**src/rtl/mul_div_reservation_station.sv**
```systemverilog
// Reservation station feeding the mul/div functional unit.
// Holds MUL/DIV instructions until both operands are present (from issue or
// by snooping the CDB), dispatches the lowest-index ready entry, keeps the FU
// inputs stable while the FU runs, and frees the entry when the FU reports done.
//
// Ports:
//   clk, reset                     clock, synchronous active-high reset
//   issue_valid/ready/op/dest      issue handshake, opcode, destination register
//   issue_vj/vk/rj/rk/qj/qk        operand values, valid flags, producer tags
//   issue_tag                      tag of the entry taking the current issue
//   cdb_valid/tag/data             common data bus broadcast
//   fu_run/x/y/op/dest/label       functional unit inputs
//   fu_done                        functional unit completion
//   busy_count                     number of occupied entries
module mul_div_reservation_station #(
  parameter int DATA_W   = 9,
  parameter int TAG_W    = 3,
  parameter int DEPTH    = 3,
  parameter int TAG_BASE = 4
) (
  input  logic              clk,
  input  logic              reset,
  input  logic              issue_valid,
  output logic              issue_ready,
  input  logic [2:0]        issue_op,
  input  logic [2:0]        issue_dest,
  input  logic [DATA_W-1:0] issue_vj,
  input  logic [DATA_W-1:0] issue_vk,
  input  logic              issue_rj,
  input  logic              issue_rk,
  input  logic [TAG_W-1:0]  issue_qj,
  input  logic [TAG_W-1:0]  issue_qk,
  output logic [TAG_W-1:0]  issue_tag,
  input  logic              cdb_valid,
  input  logic [TAG_W-1:0]  cdb_tag,
  input  logic [DATA_W-1:0] cdb_data,
  output logic              fu_run,
  output logic [DATA_W-1:0] fu_x,
  output logic [DATA_W-1:0] fu_y,
  output logic [2:0]        fu_op,
  output logic [2:0]        fu_dest,
  output logic [TAG_W-1:0]  fu_label,
  input  logic              fu_done,
  output logic [2:0]        busy_count
);

  localparam int         IDX_W  = (DEPTH > 1) ? $clog2(DEPTH) : 1;
  localparam logic [2:0] OP_MUL = 3'b010;
  localparam logic [2:0] OP_DIV = 3'b011;

  typedef enum logic {IDLE, EXEC} state_t;

  state_t state;

  logic [DEPTH-1:0]  busy, rj, rk;
  logic [2:0]        op_e   [DEPTH];
  logic [2:0]        dest_e [DEPTH];
  logic [DATA_W-1:0] vj_e   [DEPTH];
  logic [DATA_W-1:0] vk_e   [DEPTH];
  logic [TAG_W-1:0]  qj_e   [DEPTH];
  logic [TAG_W-1:0]  qk_e   [DEPTH];

  logic [IDX_W-1:0]  free_idx, rdy_idx, exec_idx;
  logic              any_rdy, issue_fire, fwd_j, fwd_k, fu_free;
  logic [DEPTH-1:0]  snoop_j, snoop_k, busy_nxt, rj_nxt, rk_nxt;

  function automatic logic [2:0] popcnt(input logic [DEPTH-1:0] b);
    logic [2:0] c;
    c = '0;
    for (int i = 0; i < DEPTH; i++) c = c + 3'(b[i]);
    return c;
  endfunction

  // Lowest free and lowest ready entry; scanning downward leaves the lowest.
  always_comb begin
    free_idx = '0;
    rdy_idx  = '0;
    any_rdy  = 1'b0;
    for (int i = DEPTH - 1; i >= 0; i--) begin
      if (!busy[i]) free_idx = IDX_W'(i);
      if (busy[i] && rj[i] && rk[i]) begin
        rdy_idx = IDX_W'(i);
        any_rdy = 1'b1;
      end
    end
  end

  assign issue_ready = ~&busy;
  assign issue_tag   = TAG_W'(TAG_BASE + int'(free_idx));
  assign issue_fire  = issue_valid && issue_ready && (issue_op == OP_MUL || issue_op == OP_DIV);
  // An operand broadcast in the issue cycle is captured directly.
  assign fwd_j       = cdb_valid && !issue_rj && (issue_qj == cdb_tag);
  assign fwd_k       = cdb_valid && !issue_rk && (issue_qk == cdb_tag);
  assign fu_free     = (state == EXEC) && fu_done;

  always_comb begin
    busy_nxt = busy;
    rj_nxt   = rj;
    rk_nxt   = rk;
    for (int i = 0; i < DEPTH; i++) begin
      snoop_j[i] = cdb_valid && busy[i] && !rj[i] && (qj_e[i] == cdb_tag);
      snoop_k[i] = cdb_valid && busy[i] && !rk[i] && (qk_e[i] == cdb_tag);
      if (snoop_j[i]) rj_nxt[i] = 1'b1;
      if (snoop_k[i]) rk_nxt[i] = 1'b1;
      if (fu_free && exec_idx == IDX_W'(i)) busy_nxt[i] = 1'b0;
      if (issue_fire && free_idx == IDX_W'(i)) begin
        busy_nxt[i] = 1'b1;
        rj_nxt[i]   = issue_rj || fwd_j;
        rk_nxt[i]   = issue_rk || fwd_k;
      end
    end
  end

  // Entry payload: written on issue, operand values refreshed by CDB snoop.
  always_ff @(posedge clk) begin
    for (int i = 0; i < DEPTH; i++) begin
      if (issue_fire && free_idx == IDX_W'(i)) begin
        op_e[i]   <= issue_op;
        dest_e[i] <= issue_dest;
        qj_e[i]   <= issue_qj;
        qk_e[i]   <= issue_qk;
        vj_e[i]   <= fwd_j ? cdb_data : issue_vj;
        vk_e[i]   <= fwd_k ? cdb_data : issue_vk;
      end else begin
        if (snoop_j[i]) vj_e[i] <= cdb_data;
        if (snoop_k[i]) vk_e[i] <= cdb_data;
      end
    end
  end

  // Entry status and dispatch FSM.
  always_ff @(posedge clk) begin
    if (reset) begin
      busy       <= '0;
      rj         <= '0;
      rk         <= '0;
      busy_count <= '0;
      state      <= IDLE;
      exec_idx   <= '0;
      fu_run     <= 1'b0;
      fu_op      <= 3'b000;
      fu_x       <= '0;
      fu_y       <= '0;
      fu_dest    <= '0;
      fu_label   <= '0;
    end else begin
      busy       <= busy_nxt;
      rj         <= rj_nxt;
      rk         <= rk_nxt;
      busy_count <= popcnt(busy_nxt);
      case (state)
        IDLE: begin
          if (any_rdy) begin
            fu_x     <= vj_e[rdy_idx];
            fu_y     <= vk_e[rdy_idx];
            fu_op    <= op_e[rdy_idx];
            fu_dest  <= dest_e[rdy_idx];
            fu_label <= TAG_W'(TAG_BASE + int'(rdy_idx));
            exec_idx <= rdy_idx;
            fu_run   <= 1'b1;
            state    <= EXEC;
          end
        end
        EXEC: begin
          // Returning through IDLE guarantees fu_run drops for a cycle.
          if (fu_done) begin
            fu_run <= 1'b0;
            fu_op  <= 3'b000;
            state  <= IDLE;
          end
        end
        default: state <= IDLE;
      endcase
    end
  end

endmodule

```
**config.mk**
```make
export PLATFORM = sky130hd
export DESIGN_NAME = mul_div_reservation_station
export DESIGN_NICKNAME = d
export VERILOG_FILES = /design/src/rtl/mul_div_reservation_station.sv
export SDC_FILE = /design/constraint.sdc
export NUM_CORES = 1
export LEC_CHECK = 0
export CAP_MARGIN = 20
export CORE_UTILIZATION = 54
export DETAILED_ROUTE_END_ITERATION = 8
export MAX_ROUTING_LAYER = met4
export PLACE_DENSITY_LB_ADDON = 0.3
export SYNTH_ARGS = -nofsm -noshare
export SYNTH_HDL_FRONTEND = slang
export SYNTH_SLANG_ARGS = --single-unit
```
**constraint.sdc**
```tcl
create_clock -name clk -period 2.95 [get_ports clk]
set_clock_uncertainty 0.05 [all_clocks]
set_input_delay 0.295 -clock clk [delete_from_list [all_inputs] [get_ports clk]]
set_output_delay 0.295 -clock clk [all_outputs]
set_load 0.005 [all_outputs]
```
======== Word level (Yosys, flattened, before mapping) ========
Memory sizes are Yosys's and may differ from the RTL's. A register that Yosys moved wholly into a read port is not among the register bits.
Index checks and enable logic that the tools add are counted.
operators by class
  add/subtract/negate cells ............... 4
  bitwise operators ....................... 7
  muxes and demuxes ....................... 92
  reduce and logical (&&, ||, !) cells .... 65
  equality and inequality tests ........... 16
operators with widths
  operator             number
  $mux 9               8
  $mux 1               57
  $logic_and 1x1->1    34
  $mux 3               10
  $mux 2               14
  $eq 3x3->1           8
  $reduce_or 3->1      8
  $reduce_bool 2->1    6
  $logic_not 1->1      9
  $add 3x2->3 const A  2
  $eq 3x2->1 const B   2
  $or 1x1->1           6
  $pmux 3 s2           1
  $eq 2x1->1 const B   2
  $eq 2x2->1 const B   2
  $logic_not 2->1      2
  $ne 2x2->1 const B   2
  $pmux 1 s2           2
  $reduce_and 2->1     2
  $add 2x1->3          1
  $logic_or 1x1->1     3
  $reduce_and 3->1     1
  $add 1x1->2          1
  $not 1->1            1
storage, ports and cells
  register bits after elaboration ......... 22
  input bits .............................. 49
  output and inout port bits .............. 35
  word-level logic and storage cells ...... 203
  memory bits (writable) .................. 90
  memories ................................ 6
memory list
  memory  words  width  rd ports  clocked after Yosys merged registers in  wr ports  line  source
  vj_e    3      9      1         1                                        3         58    logic [DATA_W-1:0] vj_e [DEPTH];
  vk_e    3      9      1         1                                        3         59    logic [DATA_W-1:0] vk_e [DEPTH];
  dest_e  3      3      1         1                                        1         57    logic [2:0] dest_e [DEPTH];
  op_e    3      3      1         0                                        1         56    logic [2:0] op_e [DEPTH];
  qj_e    3      3      3         0                                        1         60    logic [TAG_W-1:0] qj_e [DEPTH];
  qk_e    3      3      3         0                                        1         61    logic [TAG_W-1:0] qk_e [DEPTH];

======== Logic depth before layout (Yosys ltp) ========
Gate-level depths: netlist of run 1.
  depth in word-level cells ............... 10
  mapped depth ............................ 8
  mapped depth without buffers ............ 5

======== Worst setup path after synthesis of run 1 ========
Ideal clock, no wire load.
  path kind ............................... reg2reg
  start ................................... register busy[0]
  end ..................................... register busy_count[0]
  buffers on the path ..................... 1
  setup time .............................. 0.126 ns
  slack ................................... 0.326 ns
  period minus slack after synthesis ...... 2.624 ns
  cell stages (with the launch flop) ...... 7
  arrival time ............................ 2.448 ns
  path through ............................ dfxtp_1 buf_6 nand2_1 nor3_1 a21oi_1 fa_1 nor2_1
on the way
  cells in the longest elaborated chain, start to end .. 8
  elaborated cells between the ends (all ways) .. 17
  classes of those cells .................. add/sub (2); eq/ne (2); mux (5); reduce/logical (8)
ends and longest elaborated chain
  item                            line  source
  start: declaration              55    logic [DEPTH-1:0] busy, rj, rk;
  start signal: assignment        147   busy <= busy_nxt;
  $reduce_and 3->1                88    assign issue_ready = ~&busy;
  $logic_not 1->1                 88
  $logic_and 1x1->1 (2 in a row)  90    assign issue_fire = issue_valid && issue_ready && (issue_op == OP_MUL || issue_op == OP_DIV);
  $logic_and 1x1->1               106   if (issue_fire && free_idx == IDX_W'(i)) begin
  $mux 1                          106
  $add 1x1->2                     70    for (int i = 0; i < DEPTH; i++) c = c + 3'(b[i]);
  $add 2x1->3 (*)                 70
  end signal: assignment          150   busy_count <= popcnt(busy_nxt);
  end: declaration                44    output logic [2:0] busy_count
Mark *: on every way between the ends. The rest lies on a longest branch, timed or not.
A chain may end at the register's enable or synchronous reset.

==> flow_metrics.tcl, run 1 <==
set metrics [dict create \
    outcome "completed" \
    routed_wl_um 13600 \
    syn_area_per_cell_sq_um 13.0 \
    ant_nets 0 \
    drt_pass1_iterations 5 \
    setup_viol 0 \
    die-area_sq_um 11100 \
    initial_core_util_pct 55.9 \
    ys_seq_area_share_pct 60.5 \
    gp_routability_congestion 0.917 \
    cts_sinks 130 \
    power.total_mw 4.32 \
    track_usage_pct 26.7 \
    hold_class "input pin to register" \
    vias 4073 \
    cts_max_path_buffers 2 \
    drive_gt1_share_pct 22.1 \
    port_buffers 81 \
    cp-start-kind "input pin" \
    dpl.hpwl_um 8770 \
    wl_per_cell_um 20.0 \
    h-tree-depth 4 \
    layout_common_cells "90 x edfxtp_1, 81 x clkdlybuf4s50_1, 54 x mux2_2" \
    timing.setup.tns_ps 0 \
    grt_overflow 0 \
    yosysWarnings 0 \
    root_buffer "clkbuf_8" \
    cts_resized 0 \
    worstSkewPairLatency_ps 530 \
    fin_crit_ps 2250 \
    power_density_nw_per_um2 591 \
    die_x_um 106 \
    grt_pass1_vias 4186 \
    boundaryPins 84 \
    syn-instance-count 447 \
    min_period_over_period_pct 76.3 \
    coreArea_sq_um 10400 \
    hold_viol_final 0 \
    cp-startpoint "cdb_tag[0]" \
    power.leakage_nw 2.47 \
    final_common_cell "edfxtp_1" \
    synth_top_flop_cell "edfxtp_1" \
    synthArstFlopShare_pct 0 \
    critPathMaxFanout 9 \
    rsz0062_at_grt "no" \
    nets 581 \
    setup_slack_ps 699 \
    end_kind "register" \
    crit_arrival_ps 2480 \
    place_ws_ps 231 \
    cp.required_ps 3180 \
    antenna_found_initial 0 \
    relSlewSlack_pct 55.1 \
    drc 0 \
    post-cts-setup-buffers 0 \
    syn_nets 497 \
    cts_tree "done" \
    die_h_um 106 \
    cts_buffers 17 \
    grt_pass1_wl_um 21400 \
    vdd_drop_max_mv 0.327 \
    syn_to_final_growth_pct 26.2 \
    r2r-start "qk_e[0][5]$_DFFE_PP_" \
    worstSetupPathType "input pin to register" \
    via_per_inst 5.99 \
    max_slew.worst_pin.slew_ps 668 \
    min_from "issue_op[2]" \
    clock.fmax_mhz 444 \
    drt_iter0_markers 303 \
    num_rows 37 \
    ys_ff_latch 130 \
    finalMaxSlewViolations 0 \
    cts_hold_buf 0 \
    grt_max_degree 49 \
    diodes 0 \
    yosysUniqueCellTypes 39 \
    drv_cap 0 \
    path_clk_slew_ps 60 \
    synth_edf_count 90 \
    syn_area_sq_um 5790 \
]
worst paths after layout:
| check | endpoint | slack [ps] | depth (start not counted) |
|---|---|---|---|
| worst max-delay path | vk_e[1][1]$_DFFE_PP_ | 700 | 5 |
| worst min-delay path | op_e[2][2]$_DFFE_PP_ | 330 | 1 |
| worst max register to register | vk_e[1][1]$_DFFE_PP_ | 830 | 4 |
| worst min register to register | fu_dest[0]$_SDFFE_PP0P_ | 410 | 1 |
area by class of cell:
class                           count  area, sq um
Clock buffer                       19          432
Multi-Input combinational cell    286         2130
Timing Repair Buffer               95          916
Clock inverter                     13          160
Inverter                            1         3.75
Tap cell                          136          170
Fill cell                         736         3060
Sequential cell                   130         3500
flip-flops by register name, indices dropped and copies added (netlist names), 2 cells and up:
name,cells
rk,3
fu_dest,3
busy,3
vj_e,27
qk_e,9
qj_e,9
fu_op,3
vk_e,27
op_e,9
fu_x,9
fu_y,9
fu_label,3
dest_e,9
busy_count,2
rj,3
metal layers:
layer  global-route usage (%)  vias to the layer above  part of all wire, %
li1                         -                     1861                    -
met1                     31.7                     2009                   40
met2                     44.4                      180                   51
met3                     6.12                       23                  6.8
met4                     10.3                        0                  1.8
met5                        -                        -                    0
logic make-up after synthesis:
group	count (synthesis)	share of synthesized area [%]
compound gates	87	9.85
other cells	2	0.130
buf+inv	31	2.87
mux	54	10.5
xor+xnor	24	3.63
fa+ha+maj	1	0.346
flops	130	60.5
simple gates	118	12.2
power by group:
group	leakage (nW)	switching (mW)	total [mW]	internal, mW
clock	0.276	0.783	2.09	1.31
sequential	1.14	0.00940	1.98	1.98
combinational	1.05	0.117	0.248	0.131
total	2.47	0.910	4.32	3.41
Yosys cell counts (5+ instances only):
master,count,area [sq um]
a211oi_1,7,52.6
a21oi_1,5,25.0
and3_1,23,144
clkbuf_1,18,67.6
dfxtp_1,40,801
edfxtp_1,90,2700
mux2_2,54,608
nand3_1,27,135
nand3b_1,7,52.6
nor2_1,16,60.1
nor2_2,6,37.5
nor3_1,8,40.0
nor4_1,6,37.5
o21ai_0,36,180
o21ai_1,12,60.1
o2bb2ai_1,24,210
or2_2,6,37.5
xor2_1,24,210
metrics by stage:
step	util (%)	instance area, sq um	hold slack, ps	std cells
finish	70.5	7310	334	680
CTS	70.5	7310	327	680
global route	70.5	7310	329	680
floorplan	-	5790	344	447
global placement	64.8	6720	393	648
detailed placement	64.8	6720	399	648
critical path, cell delays in order:
cell and delay [ps]:
clkdlybuf4s50_1 660, xor2_1 260, nor4_1 610, nor2_2 290, mux2_2 360
Note: power is estimated with default switching activity, not from simulation.
==> inputs of run 2 (changes only) <==
clock period = 2.1 ns   (was 2.95 ns; I/O delays follow)
==> run 2 against run 1 <==
- wire length up 4.4%
- non-clock buffer count up 32
- sequential power up 41%
- setup slack worse by 590 ps
- critical path depth down 2
- first-iteration DRC count down 2.6%
- largest cell class unchanged
- flip-flop and latch count unchanged
- via count up 2.7%
- largest power group is now registers
- global-route usage up 0.95 points
- utilization up 2.5 points
- critical path type is now register to primary output
- design area up 3.5%
- sequential share of layout area down 1.6 points
==> flow_metrics.tcl, run 2 (synthesis results as in run 1) <==
set metrics [dict create \
    via_per_inst 5.88 \
    min_to "op_e[2][0]$_DFFE_PP_" \
    setup_viol 0 \
    grt_overflow 0 \
    clock.fmax_mhz 503 \
    syn_to_final_growth_pct 30.7 \
    r2r_setup_slack_ps 240 \
    layout_common_cells "90 x edfxtp_1, 81 x clkdlybuf4s50_1, 54 x mux2_2" \
    track_usage_pct 27.6 \
    fin_crit_ps 1990 \
    cts_tree "done" \
    cts_sinks 130 \
    drv_cap 0 \
    end_kind "primary output" \
    gp_routability_congestion 0.899 \
    setup_slack_ps 114 \
    power.leakage_nw 2.64 \
    rsz0062_at_grt "no" \
    cp_slowest_stage_delay_ps 500 \
    grt_max_degree 49 \
    cp_cell_sequence "nand2_1, nor2_1, clkdlybuf4s50_1" \
    die_h_um 106 \
    cts_buffers 17 \
    hold_class "input pin to register" \
    coreArea_sq_um 10400 \
    hold_viol_final 0 \
    grt_pass1_vias 4225 \
    ff2ff_path_depth 6 \
    diodes 0 \
    crit_arrival_ps 1730 \
    cp.required_ps 1840 \
    boundaryPins 84 \
    worstSkewPairLatency_ps 520 \
    dpl.hpwl_um 9370 \
    drive_gt1_share_pct 26.0 \
    timing.setup.tns_ps 0 \
    num_rows 37 \
    antenna_found_initial 0 \
    placed_area_sq_um 7030 \
    finalMaxSlewViolations 0 \
    nets 613 \
    hold_depth 1 \
    vdd_drop_max_mv 0.423 \
    drt_iter0_markers 295 \
    drc 0 \
    initial_core_util_pct 55.9 \
    final_cells 712 \
    grt_pass1_wl_um 22100 \
    final_cell_area_sq_um 7570 \
    reg2reg_to "vk_e[0][0]$_DFFE_PP_" \
    power_density_nw_per_um2 773 \
    final_common_cell "edfxtp_1" \
    min_period_over_period_pct 94.6 \
    outcome "completed" \
    critPathMaxFanout 9 \
    top_regs "vj_e: 27 flops, vk_e: 27 flops" \
    cts_max_path_buffers 2 \
    crit_slowest_cell "clkdlybuf4s50_1" \
    cts_hold_buf 0 \
    min_from "issue_op[0]" \
    cp-startpoint "busy[0]$_SDFF_PP0_" \
    port_buffers 81 \
    vias 4183 \
    routed_wl_um 14200 \
    path_clk_slew_ps 60 \
    place_ws_ps -196 \
    root_buffer "clkbuf_8" \
    cp-start-kind "register" \
    dp_cells 680 \
    h-tree-depth 4 \
    ant_nets 0 \
    r2r-start "qk_e[0][2]$_DFFE_PP_" \
    power.total_mw 5.85 \
    die_x_um 106 \
    worstSetupPathType "register to primary output" \
    die-area_sq_um 11100 \
    drt_pass1_iterations 5 \
    wl_per_cell_um 20.0 \
]
-- run 2: cell types whose count changed in the layout (fill, tap and decap cells not counted), sizes merged --
| cell | before | now |
|---|---|---|
| clkbuf | 19 | 26 |
| buf | 14 | 46 |
| clkinvlp | 5 | 1 |
| inv | 2 | 1 |
| bufinv | 3 | 1 |
-- run 2: power by group --
part | switching, mW | total, mW | internal (mW)
Combinational | 0.176 | 0.383 | 0.207
Clock | 1.02 | 2.68 | 1.66
Sequential | 0.0135 | 2.79 | 2.78
-- run 2: repair_timing --
action                                  CTS  global route
gates resized for setup                   1             1
setup buffers                             0             0
endpoints found under the setup margin    1             1
-- run 2: worst max-delay path: cells and delay by family (launching register included) --
kind,cells,cell delay [ps]
buffers and inverters,1,500
DFF,1,430
and+or+nand+nor,2,270
-- run 2: final cells by class --
cell class / count / area [sq um]
tap: 136 / 170
clock buffer: 26 / 478
inverter: 1 / 3.75
multi-input combinational: 286 / 2140
clock inverter: 6 / 57.6
timing repair buffer: 127 / 1220
fill: 701 / 2800
sequential: 130 / 3510
-- run 2: through the flow --
step           utilization, %  hold slack (ps)
2_1_floorplan               -              259
3_5_place_dp             67.8              400
6_report                 73.0              253
4_1_cts                  73.0              242
3_3_place_gp             67.8              393
5_1_grt                  73.0              250
-- run 2: worst max-delay path by stage --
stage	end	slack, ps	cells after the start
final	issue_tag[1]	110	3
after global routing	issue_tag[1]	70	3
after CTS	issue_tag[1]	40	3
after detailed placement	vk_e[1][2]$_DFFE_PP_	-200	8
after global placement	vk_e[0][7]$_DFFE_PP_	-160	8
after floorplan	busy_count[0]$_SDFF_PP0_	10	7
-- run 2: metal layers --
layer | vias to the layer above | global-route usage (%) | share of wire [%]
li1 | 1930 | - | -
met1 | 2053 | 33.2 | 41
met3 | 21 | 7.61 | 7.3
met4 | 0 | 10.3 | 1.5
met2 | 179 | 44.6 | 50
met5 | - | - | 0
==> variant: new RTL, settings of run 2 <==
Change the parameter `TAG_W` from 3 to 4.
--- a/src/rtl/mul_div_reservation_station.sv
+++ b/src/rtl/mul_div_reservation_station.sv
@@ -15,5 +15,5 @@
 module mul_div_reservation_station #(
   parameter int DATA_W   = 9,
-  parameter int TAG_W    = 3,
+  parameter int TAG_W    = 4,
   parameter int DEPTH    = 3,
   parameter int TAG_BASE = 4
Ports: changed (5 resized); port bits go from 84 to 89. The function was not compared with the original's and may differ.
==> variant against run 2 <==
Combinational power is 1% higher. Sequential cell count rose by 6. Sequential share of layout area up 0.45 points. Worst setup slack gained 0.0062 ns. Area after synthesis grew 3.4%. Routed wire length is 5.1% lower. Sequential power increased by 5%. Design area grew 4.1%. Utilization down 0.31 points. Total power grew 11%. Die area rose by 3.3%. Largest power group is now the clock network.
==> variant: results (changes against run 2) <==
half-perimeter wire length of the detailed placement result=8780 um (-6.3%); Worst IR Drop VDD=0.604 mV (+43%); Worst Reg-to-Reg Cells=5 (-1); placed cell count=711 (+4.6%); longest individual stage delay on the worst path=0.52 ns (+0.02 ns); clock latency of the later-clocked register in the worst-skew pair=between 0.5 and 0.6 ns; static leakage=0.00284 uW (+7.6%); Synth top cells by count=edfxtp_1, nand2_1, mux2_2, dfxtp_1, nand3_1; final weighted congestion in routability-driven placement=0.882 (-1.8%); dpl ws=-0.334 ns (-0.138 ns); share of layout cells above drive strength 1=0.272 (+0.0116); Starting DRT DRC Count=252 (-15%); sequential-to-total area share from yosys stat=0.615 (+0.0101); number of detailed-route iterations in the first pass=4 (-1); Tightest Hold Check Type=input port to flip-flop; Max Fanout on Critical Path=6 (-3); number of port buffers=84 (+3.7%); number of buffers inserted to repair setup after CTS=0 (unchanged); filler instances=719 (+2.6%); number of antenna violations at the first check in global routing=0 (unchanged); DR vias/cell=5.60 (-4.7%); top post-synthesis cells by area=edfxtp_1, dfxtp_1, mux2_2; Cell variety after synth=42 (+7.7%); routed wire length=13500 um (-5.1%); arrival time of the worst setup path=1.72 ns; run status=complete, no violations; number of flops mapped to enable cells by yosys=96 (+6.7%); overall fraction of global-route tracks in use=0.257 (-0.0191); wire length of the first global-routing pass=20800 um (-5.6%); number of nets in the layout=643 (+4.9%); vias in the first global route=4170 (-1.3%); ys async rst share=0 (unchanged); mean cell area of the mapped netlist=12.7 sq um (-1.6%); non-filler instance count after layout=743 (+4.4%)
==> variant: per-stage QoR <==
stage	utilization	cell area, sq um	hold slack (ns)	total power, uW
after floorplan	-	6000	0.259	3150
after global placement	0.668	7240	0.397	3340
after detailed placement	0.668	7240	0.403	3350
after CTS	0.726	7870	0.224	6500
after global routing	0.727	7880	0.221	6640
final	0.727	7880	0.240	6480
==> variant: report_power, final <==
part	switching, uW	internal, uW	total, uW
sequential	13.6	2910	2920
combinational	174	214	388
clock	1090	2080	3170
==> variant: layer usage <==
layer | vias up | routed length (um) | track usage
met2 | 158 | 6850 | 0.404
met4 | 0 | 243 | 0.114
met3 | 24 | 778 | 0.0617
met5 | - | 0 | -
met1 | 2019 | 5640 | 0.318
li1 | 1960 | - | -
==> variant: logic make-up (layout without fill, tap and decap cells) <==
group / count (synthesis) / after routing / synth area share
DFF: 136 / 136 / 0.615
and+or+nand+nor: 170 / 170 / 0.140
other: 2 / 4 / 0.00125
xor gates and xnor gates: 29 / 29 / 0.0424
AOI/OAI and AO/OA: 44 / 44 / 0.0652
adders and majority gates: 1 / 1 / 0.00334
muxes: 55 / 55 / 0.103
buffers and inverters: 33 / 164 / 0.0303
==> variant: cell type report <==
class / count / area share
Clock buffer: 20 / 0.0552
Inverter: 6 / 0.00333
Multi-Input combinational cell: 303 / 0.272
Timing Repair Buffer: 126 / 0.155
Clock inverter: 12 / 0.0251
Tap cell: 140 / 0.0222
Sequential cell: 136 / 0.468
==> variant: final timing paths <==
check | from | slack (ns) | to
setup / recovery | busy[1] | 0.12 | issue_tag[1]
hold / removal | issue_op[0] | 0.24 | op_e[0][0]
setup reg to reg | busy[1] | 0.15 | vj_e[1][5]
hold reg to reg | fu_dest[0] | 0.41 | fu_dest[0]
